`config.mk`:
```
export PLATFORM = sky130hd
export DESIGN_NAME = ps2_kbd_init_ctrl
export DESIGN_NICKNAME = d
export VERILOG_FILES = /design/src/rtl/ps2_pkg.sv /design/src/rtl/ps2_kbd_init_ctrl_ack_timer.sv /design/src/rtl/ps2_kbd_init_ctrl.sv
export SDC_FILE = /design/constraint.sdc
export NUM_CORES = 1
export LEC_CHECK = 0
export ABC_AREA = 0
export BUFFER_PORTS_ARGS = -buffer_cell sky130_fd_sc_hd__buf_2
export CAP_MARGIN = 25
export CELL_PAD_IN_SITES_DETAIL_PLACEMENT = 0
export CELL_PAD_IN_SITES_GLOBAL_PLACEMENT = 1
export CORE_MARGIN = 5
export CORE_UTILIZATION = 41
export DETAILED_ROUTE_END_ITERATION = 8
export GPL_ROUTABILITY_DRIVEN = 0
export PLACE_DENSITY_LB_ADDON = 0.1
export SLEW_MARGIN = 20
export SYNTH_ARGS = -nofsm -noshare
export SYNTH_HDL_FRONTEND = slang
export SYNTH_SLANG_ARGS = --single-unit
```
`constraint.sdc`:
```
create_clock -name clk -period 4.4 [get_ports clk]
set_clock_uncertainty 0.05 [all_clocks]
set_input_delay 1.32 -clock clk [delete_from_list [all_inputs] [get_ports clk]]
set_output_delay 1.32 -clock clk [all_outputs]
set_load 0.01 [all_outputs]
```
`src/rtl/ps2_pkg.sv`:
```
// Shared PS/2 keyboard command/response codes, sequencer states and the
// per-step command byte lookup used by the init controller.
package ps2_pkg;

    localparam logic [7:0] CMD_RESET     = 8'hFF;
    localparam logic [7:0] CMD_TYPEMATIC = 8'hF3;
    localparam logic [7:0] CMD_ENABLE    = 8'hF4;
    localparam logic [7:0] CMD_SET_LEDS  = 8'hED;
    localparam logic [7:0] RSP_ACK       = 8'hFA;
    localparam logic [7:0] RSP_RESEND    = 8'hFE;
    localparam logic [7:0] RSP_BAT_OK    = 8'hAA;
    localparam logic [7:0] RSP_BAT_ERR0  = 8'hFC;
    localparam logic [7:0] RSP_BAT_ERR1  = 8'hFD;

    typedef enum logic [2:0] {
        SEND,
        WAIT_ACK,
        WAIT_BAT,
        IDLE,
        FAIL
    } state_t;

    // Steps 0-3 form the init sequence, steps 4-5 the LED update.
    function automatic logic [7:0] stepByte(input logic [2:0] step,
                                            input logic [7:0] typematicArg,
                                            input logic [2:0] leds);
        logic [7:0] result;
        result = 8'h00;
        case (step)
            3'd0:    result = CMD_RESET;
            3'd1:    result = CMD_TYPEMATIC;
            3'd2:    result = typematicArg;
            3'd3:    result = CMD_ENABLE;
            3'd4:    result = CMD_SET_LEDS;
            3'd5:    result = {5'b00000, leds};
            default: result = 8'h00;
        endcase
        return result;
    endfunction

endpackage

```
`src/rtl/ps2_kbd_init_ctrl_ack_timer.sv`:
```
// Loadable down-counter that reports expiry once it has counted down to zero;
// it parks at zero until the next load.
module ps2_ack_timer #(
    parameter int counterBits = 22
) (
    input  logic                   clk,
    input  logic                   reset,
    input  logic                   i_load,
    input  logic [counterBits-1:0] i_loadValue,
    output logic                   o_expired
);

    logic [counterBits-1:0] r_count;

    always_ff @(posedge clk) begin
        if (!reset) begin
            r_count <= '0;
        end else if (i_load) begin
            r_count <= i_loadValue;
        end else if (r_count != '0) begin
            r_count <= r_count - counterBits'(1);
        end
    end

    assign o_expired = (r_count == '0);

endmodule

```
`src/rtl/ps2_kbd_init_ctrl.sv`:
```
// Host-side PS/2 keyboard sequencer: runs the reset/BAT/typematic/enable init
// sequence, then services LED update requests, with resend and timeout handling.
module ps2_kbd_init_ctrl
    import ps2_pkg::*;
#(
    parameter int         counterBits = 22,
    parameter int         ackTimeout  = 20000,
    parameter int         batTimeout  = 3000000,
    parameter int         maxRetries  = 3,
    parameter logic [7:0] typematic   = 8'h20
) (
    input  logic       clk,
    input  logic       reset,
    input  logic [7:0] rxData,
    input  logic       rxReady,
    input  logic       txReady,
    input  logic [2:0] ledState,
    input  logic       ledUpdate,
    output logic [7:0] txData,
    output logic       txLoad,
    output logic       busy,
    output logic       ready,
    output logic       fail
);

    localparam int RetryBits = (maxRetries < 2) ? 1 : $clog2(maxRetries + 1);

    state_t                 r_state;
    logic [2:0]             r_step;
    logic [RetryBits-1:0]   r_retries;
    logic                   r_ledPending;
    logic                   r_rxReadyPrev;
    logic [7:0]             r_txData;
    logic                   r_txLoad;
    logic                   r_busy;
    logic                   r_ready;
    logic                   r_fail;

    logic                   w_rxNew;
    logic                   w_timerExpired;
    logic                   w_timerLoad;
    logic [counterBits-1:0] w_timerValue;
    logic                   w_resend;

    assign w_rxNew = rxReady & ~r_rxReadyPrev;

    ps2_ack_timer #(.counterBits(counterBits)) u_timer (
        .clk        (clk),
        .reset      (reset),
        .i_load     (w_timerLoad),
        .i_loadValue(w_timerValue),
        .o_expired  (w_timerExpired)
    );

    // A freshly arrived byte always takes precedence over a timer expiry.
    always_comb begin
        w_resend     = 1'b0;
        w_timerLoad  = 1'b0;
        w_timerValue = counterBits'(ackTimeout);
        case (r_state)
            SEND: w_timerLoad = txReady;
            WAIT_ACK: begin
                if (w_rxNew) begin
                    if (rxData == RSP_RESEND) begin
                        w_resend = 1'b1;
                    end else if (rxData == RSP_ACK && r_step == 3'd0) begin
                        w_timerLoad  = 1'b1;
                        w_timerValue = counterBits'(batTimeout);
                    end
                end else begin
                    w_resend = w_timerExpired;
                end
            end
            WAIT_BAT: w_resend = !w_rxNew && w_timerExpired;
            default: ;
        endcase
    end

    always_ff @(posedge clk) begin
        if (!reset) begin
            r_state       <= SEND;
            r_step        <= 3'd0;
            r_retries     <= '0;
            r_ledPending  <= 1'b0;
            r_rxReadyPrev <= 1'b0;
            r_txData      <= 8'h00;
            r_txLoad      <= 1'b0;
            r_busy        <= 1'b1;
            r_ready       <= 1'b0;
            r_fail        <= 1'b0;
        end else begin
            r_rxReadyPrev <= rxReady;
            r_txLoad      <= 1'b0;
            if (ledUpdate && r_state != IDLE) begin
                r_ledPending <= 1'b1;
            end
            if (w_resend) begin
                if (r_retries == RetryBits'(maxRetries)) begin
                    r_state <= FAIL;
                    r_busy  <= 1'b0;
                    r_fail  <= 1'b1;
                end else begin
                    r_retries <= r_retries + RetryBits'(1);
                    r_state   <= SEND;
                end
            end else begin
                case (r_state)
                    SEND: begin
                        if (txReady) begin
                            r_txData <= stepByte(r_step, typematic, ledState);
                            r_txLoad <= 1'b1;
                            r_state  <= WAIT_ACK;
                        end
                    end
                    WAIT_ACK: begin
                        if (w_rxNew && rxData == RSP_ACK) begin
                            r_retries <= '0;
                            if (r_step == 3'd0) begin
                                r_state <= WAIT_BAT;
                            end else if (r_step == 3'd3 || r_step == 3'd5) begin
                                r_state <= IDLE;
                                r_busy  <= 1'b0;
                                r_ready <= 1'b1;
                            end else begin
                                r_step  <= r_step + 3'd1;
                                r_state <= SEND;
                            end
                        end
                    end
                    WAIT_BAT: begin
                        if (w_rxNew) begin
                            if (rxData == RSP_BAT_OK) begin
                                r_step  <= 3'd1;
                                r_state <= SEND;
                            end else if (rxData == RSP_BAT_ERR0 || rxData == RSP_BAT_ERR1) begin
                                r_state <= FAIL;
                                r_busy  <= 1'b0;
                                r_fail  <= 1'b1;
                            end
                        end
                    end
                    IDLE: begin
                        if (ledUpdate || r_ledPending) begin
                            r_step       <= 3'd4;
                            r_state      <= SEND;
                            r_ledPending <= 1'b0;
                            r_busy       <= 1'b1;
                            r_ready      <= 1'b0;
                        end
                    end
                    default: ;
                endcase
            end
        end
    end

    assign txData = r_txData;
    assign txLoad = r_txLoad;
    assign busy   = r_busy;
    assign ready  = r_ready;
    assign fail   = r_fail;

endmodule

```
Word level (Yosys, flattened, before mapping)
Index checks and enable logic that the tools add are counted.
{"block": "totals", "register_bits": 44, "latch_bits": 0, "mem_bits_rw": 0, "rom_bits": 0, "in_bits": 16, "out_inout_bits": 12, "wordCells": 145, "memories": 0}
{"block": "classes", "n_addsub": 3, "n_mul": 0, "div": 0, "order_cmp": 0, "n_eq_ne": 34, "shifts": 0, "n_mux": 62, "bitwise": 5, "n_reduce_logical": 30}
{"op": "two-way mux 22 bit", "n": 6}
{"op": "one-hot mux 8 bit (6 select lines)", "n": 1}
{"op": "two-way mux 3 bit", "n": 14}
{"op": "== test 8 bit (second input constant)", "n": 5}
{"op": "two-way mux 1 bit", "n": 29}
{"op": "!= test 3 bit (second input constant)", "n": 8}
{"op": "logical NOT 22 bit", "n": 1}
{"op": "nonzero test 22 bit", "n": 1}
{"op": "subtractor 22 x 1 -> 22 bit (second input constant)", "n": 1}
{"op": "!= test 2 bit (second input constant)", "n": 9}
{"op": "nonzero test 2 bit", "n": 7}
{"op": "== test 3 x 2 -> 1 bit (second input constant)", "n": 4}
{"op": "two-way mux 2 bit", "n": 6}
{"op": "one-hot mux 3 bit (4 select lines)", "n": 1}
{"op": "AND reduction 6 bit", "n": 2}
{"op": "one-hot mux 3 bit (3 select lines)", "n": 1}
{"op": "AND reduction 9 bit", "n": 1}
{"op": "AND reduction 8 bit", "n": 1}
{"op": "== test 3 x 1 -> 1 bit (second input constant)", "n": 2}
{"op": "== test 3 bit (second input constant)", "n": 2}
{"op": "logical NOT 3 bit", "n": 2}
{"op": "one-hot mux 1 bit (2 select lines)", "n": 3}
{"op": "AND reduction 3 bit", "n": 2}
{"op": "AND reduction 5 bit", "n": 1}
{"op": "other kinds (16)", "n": 24}

Logic depth before layout (Yosys ltp)
{"block": "depth", "word_depth": 7, "mapped_depth": 8, "mapped_depth_nobuf": 7}

Cells and area by module
Synthesis repeated with hierarchy kept, for this count alone.
{"block": "unflattened", "hier_cells": 311, "area_unflattened_um2": 2615.0}
{"module": "ps2_kbd_init_ctrl", "instances": 1, "cells_per_inst": 164, "area_each_um2": 1330.0, "seq_area_each_um2": 420.4}
{"module": "ps2_ack_timer", "instances": 1, "cells_per_inst": 147, "area_each_um2": 1285.0, "seq_area_each_um2": 440.4}

Worst setup path after synthesis
Ideal clock, no wire load.
{"block": "synth_timing", "kind": "input to register", "from": "in rxData[2]", "to": "reg r_step[1]", "setup_time_ps": 65, "arrival_ps": 2830, "t_required_ps": 4285, "path_slack_ps": 1455, "cell_stages": 5, "n_path_buf": 0, "path_cell_list": "and4bb_2 -> a41oi_1 -> nor4_1 -> mux2_2 -> nor2_1"}
{"block": "synth_via", "elab_chain_cells": 6, "word_cells_on_any_way": 11, "classes_between": "eq/ne (5); mux (3); bitwise (1); reduce/logical (2)"}
{"item": "start: declaration", "line_no": "ps2_kbd_init_ctrl.sv:14", "text": "input logic [7:0] rxData,"}
{"item": "== test 8 bit", "line_no": "ps2_kbd_init_ctrl.sv:64", "text": "if (rxData == RSP_RESEND) begin"}
{"item": "two-way mux 1 bit", "line_no": "ps2_kbd_init_ctrl.sv:64"}
{"item": "two-way mux 1 bit", "line_no": "ps2_kbd_init_ctrl.sv:63", "text": "if (w_rxNew) begin"}
{"item": "one-hot mux 1 bit (2 select lines)", "line_no": "ps2_kbd_init_ctrl.sv:60", "text": "case (r_state)"}
{"item": "NOT 1 bit (no source line)"}
{"item": "AND reduction 8 bit (no source line) *"}
{"item": "end signal: assignment", "line_no": "ps2_kbd_init_ctrl.sv:125", "text": "r_step <= r_step + 3'd1;"}
{"item": "end: declaration", "line_no": "ps2_kbd_init_ctrl.sv:29", "text": "logic [2:0] r_step;"}
Every way passes the cells marked *; elsewhere a longest branch is shown, timed or not.
A chain may end at the register's enable or synchronous reset.

Worst setup path after layout
Ends and elaborated chain as after synthesis.

==> metrics.txt <==
drt pass-1 iters=7; initial antenna violation count=0; setup bufs post-CTS=0; fmax=around 330 MHz; final hold vios=0; cts hold-fix bufs=0; Ports=28; final setup violation count=0; # resized after CTS=0; die span in x=roughly 86 um; ANT cells=0; Post-Synthesis Cell Area=around 2400 um^2; most area-consuming cells after synthesis=dfxtp_1, a21oi_1, ha_1; static leakage=~1 nW; WP data arrival=approximately 3200 ps; number of clock sinks=between 40 and 50; Total GRT Usage=0.1657; vias in the first global route=2,186; area leader, netlist=dfxtp_1; Top FF cell, synth=dfxtp_1; CTS tree=built; RSZ-0062 raised after global routing=no; Yosys cell types=60; Final nets=330; dpl hpwl=about 4300 um; routed length per instance=between 15 and 20 um; Routed WL=between 5000 and 6000 um; RR Startpoint=u_timer.r_count[0]$_SDFFE_PN0P_; simple-gate portion of the synthesized area=0.2706; Cells after Synth=roughly 280; hold path depth=2; die area=around 7400 um^2; Worst Setup SP=rxData[2]; EDFF count, synth=0; H-tree levels=2; post-synthesis mux area share=0.02154; Max-slew headroom=0.3858; fillcell total=546; Post-Synth Adder-Cell Area=0.04729; vias per cell=about 5.8; Yosys warning total=0; routed wl met2=2800 um; Tmin final=3070 ps; vias=between 2,000 and 2,500; hold path start=txData[6]$_SDFFE_PN0P_; core area=around 5600 um^2; period utilization=0.6977; status=finished clean; Setup TNS=0 ps; total CTS buffers=5; area fraction of the dominant cell type after synthesis=0.3615; Placed Area=2559 um^2; most frequent cells after synthesis=dfxtp_1, a21oi_1, nor2_1; worst skew pair latency=290 ps; CP Data Required Time=between 4000 and 5000 ps; Seq cells post-synth=between 40 and 50; Slew Viols, Final=0; Least-Margin Pin Slew=roughly 910 ps; placed cells=370; crit path launch type=input pin; FFs w/ async S/R, synth=0; Max clock buf depth=2; clk slew on worst S/H paths=around 90 ps; clock root buffer=clkbuf_8; first-pass GRT wire length=slightly above 10,000 um; xor and xnor area share after synthesis=0.04414; starting density of the core=0.4272; antenna-violating nets left=0; mean area per synthesized cell=roughly 8.4 um^2; Worst Setup End Kind=flip-flop; HP Class=reg2reg; row count=27; post-route insts no fill=between 300 and 400; chip height=around 86 um; length of routed met3 wiring=~180 um; crit-path max FO=5; main combinational cell family by area after synthesis=simple AND/OR/NAND/NOR gates; Crit Path Class=in2reg; maximum vdd ir drop=approximately 0.37 mV; met1 wire length=~2800 um; Synth Net Count=slightly above 300; share of layout cells above drive strength 1=0.1667; DR DRC count=0; FF/Latch Area=between 800 and 900 um^2; post-synthesis sequential area ratio=0.3615; area grow syn2layout=12.19%; Port Buf Inserts=27; most frequent cell after synthesis=dfxtp_1; max-cap viol count=0; Top Metal Used=met4; Pwr Density=between 600 and 700 nW/um^2; Hold Slack=411.4 ps; Synth Area in Compound Gates=0.2165; 1st-iter DRT viols=109; total gr overflow=0; final instance area=about 2700 um^2; r2r worst-path depth=7; area of the multi-input gates=approximately 1400 um^2; largest net degree at the start of global routing=19
logic make-up after synthesis:
logic type / after synthesis
DFF: 43
xor gates and xnor gates: 12
adders and majority gates: 9
AOI/OAI and AO/OA: 80
muxes: 5
buffers and inverters: 21
and+or+nand+nor: 113
power by group:
group	switching [mW]	leakage, nW	internal (mW)
Combinational	0.530	0.610	0.391
Sequential	0.128	0.353	0.505
Clock	0.142	0.0581	0.169
Total	0.800	1.02	1.06
final cells by class:
cell class / instances / area share
multi-input combinational: 219 / 0.5372
sequential: 43 / 0.3222
timing repair buffer: 28 / 0.05340
tap: 72 / 0.03372
clock buffer: 5 / 0.02576
clock inverter: 3 / 0.01639
inverter: 8 / 0.01124
metrics by stage:
step	setup slack, ps	power, mW	util
after floorplan	1455	1.355	-
after global placement	1083	1.562	0.4590
after detailed placement	1036	1.560	0.4590
after CTS	1353	1.881	0.4792
after global routing	1301	2.031	0.4792
final	1330	1.865	0.4792
metal layers:
layer  vias to the layer above  track usage
met4                         0      0.03683
met5                         -            0
met2                        46       0.2817
met3                         6      0.03137
li1                       1107            -
met1                      1041       0.2184
layout by cell type, fill, tap and decap left out, types with 3 or more instances in the layout:
cell	Yosys	final
dfxtp_1	43	43
buf_2	4	27
a21oi_1	26	26
nor2_1	25	25
nand2_1	23	23
o21ai_0	18	18
or3_1	10	10
nor4_1	9	9
xnor2_1	9	9
ha_1	9	9
inv_1	7	7
a31oi_1	7	7
nand3_1	6	6
or4_1	5	5
nor3_1	5	5
clkbuf_8	0	5
nand2b_1	4	4
mux2i_1	4	4
or3b_2	3	3
nor3b_1	3	3
o211ai_1	3	3
xor2_1	3	3
nand3b_1	3	3
a211oi_1	3	3
flip-flops by register name, indices dropped and copies added, names as in the netlist:
signal,flops
u_timer.r_count,22
txData,7
r_state,3
r_step,3
r_retries,2
busy,1
fail,1
r_ledPending,1
r_rxReadyPrev,1
ready,1
txLoad,1
worst max-delay path: stages:
cell	delay, ps
buf_2	110
and4bb_2	330
a41oi_1	210
nor4_1	800
mux2_2	410
nor2_1	70
final timing paths:
check | end | slack [ps]
worst min-delay path | txData[6]$_SDFFE_PN0P_ | 410
worst max register to register | r_retries[1]$_SDFFE_PN0P_ | 1700
worst max-delay path | r_step[1]$_SDFFE_PN0P_ | 1330
worst min register to register | txData[6]$_SDFFE_PN0P_ | 410
Power figures use the tool's default switching activity.
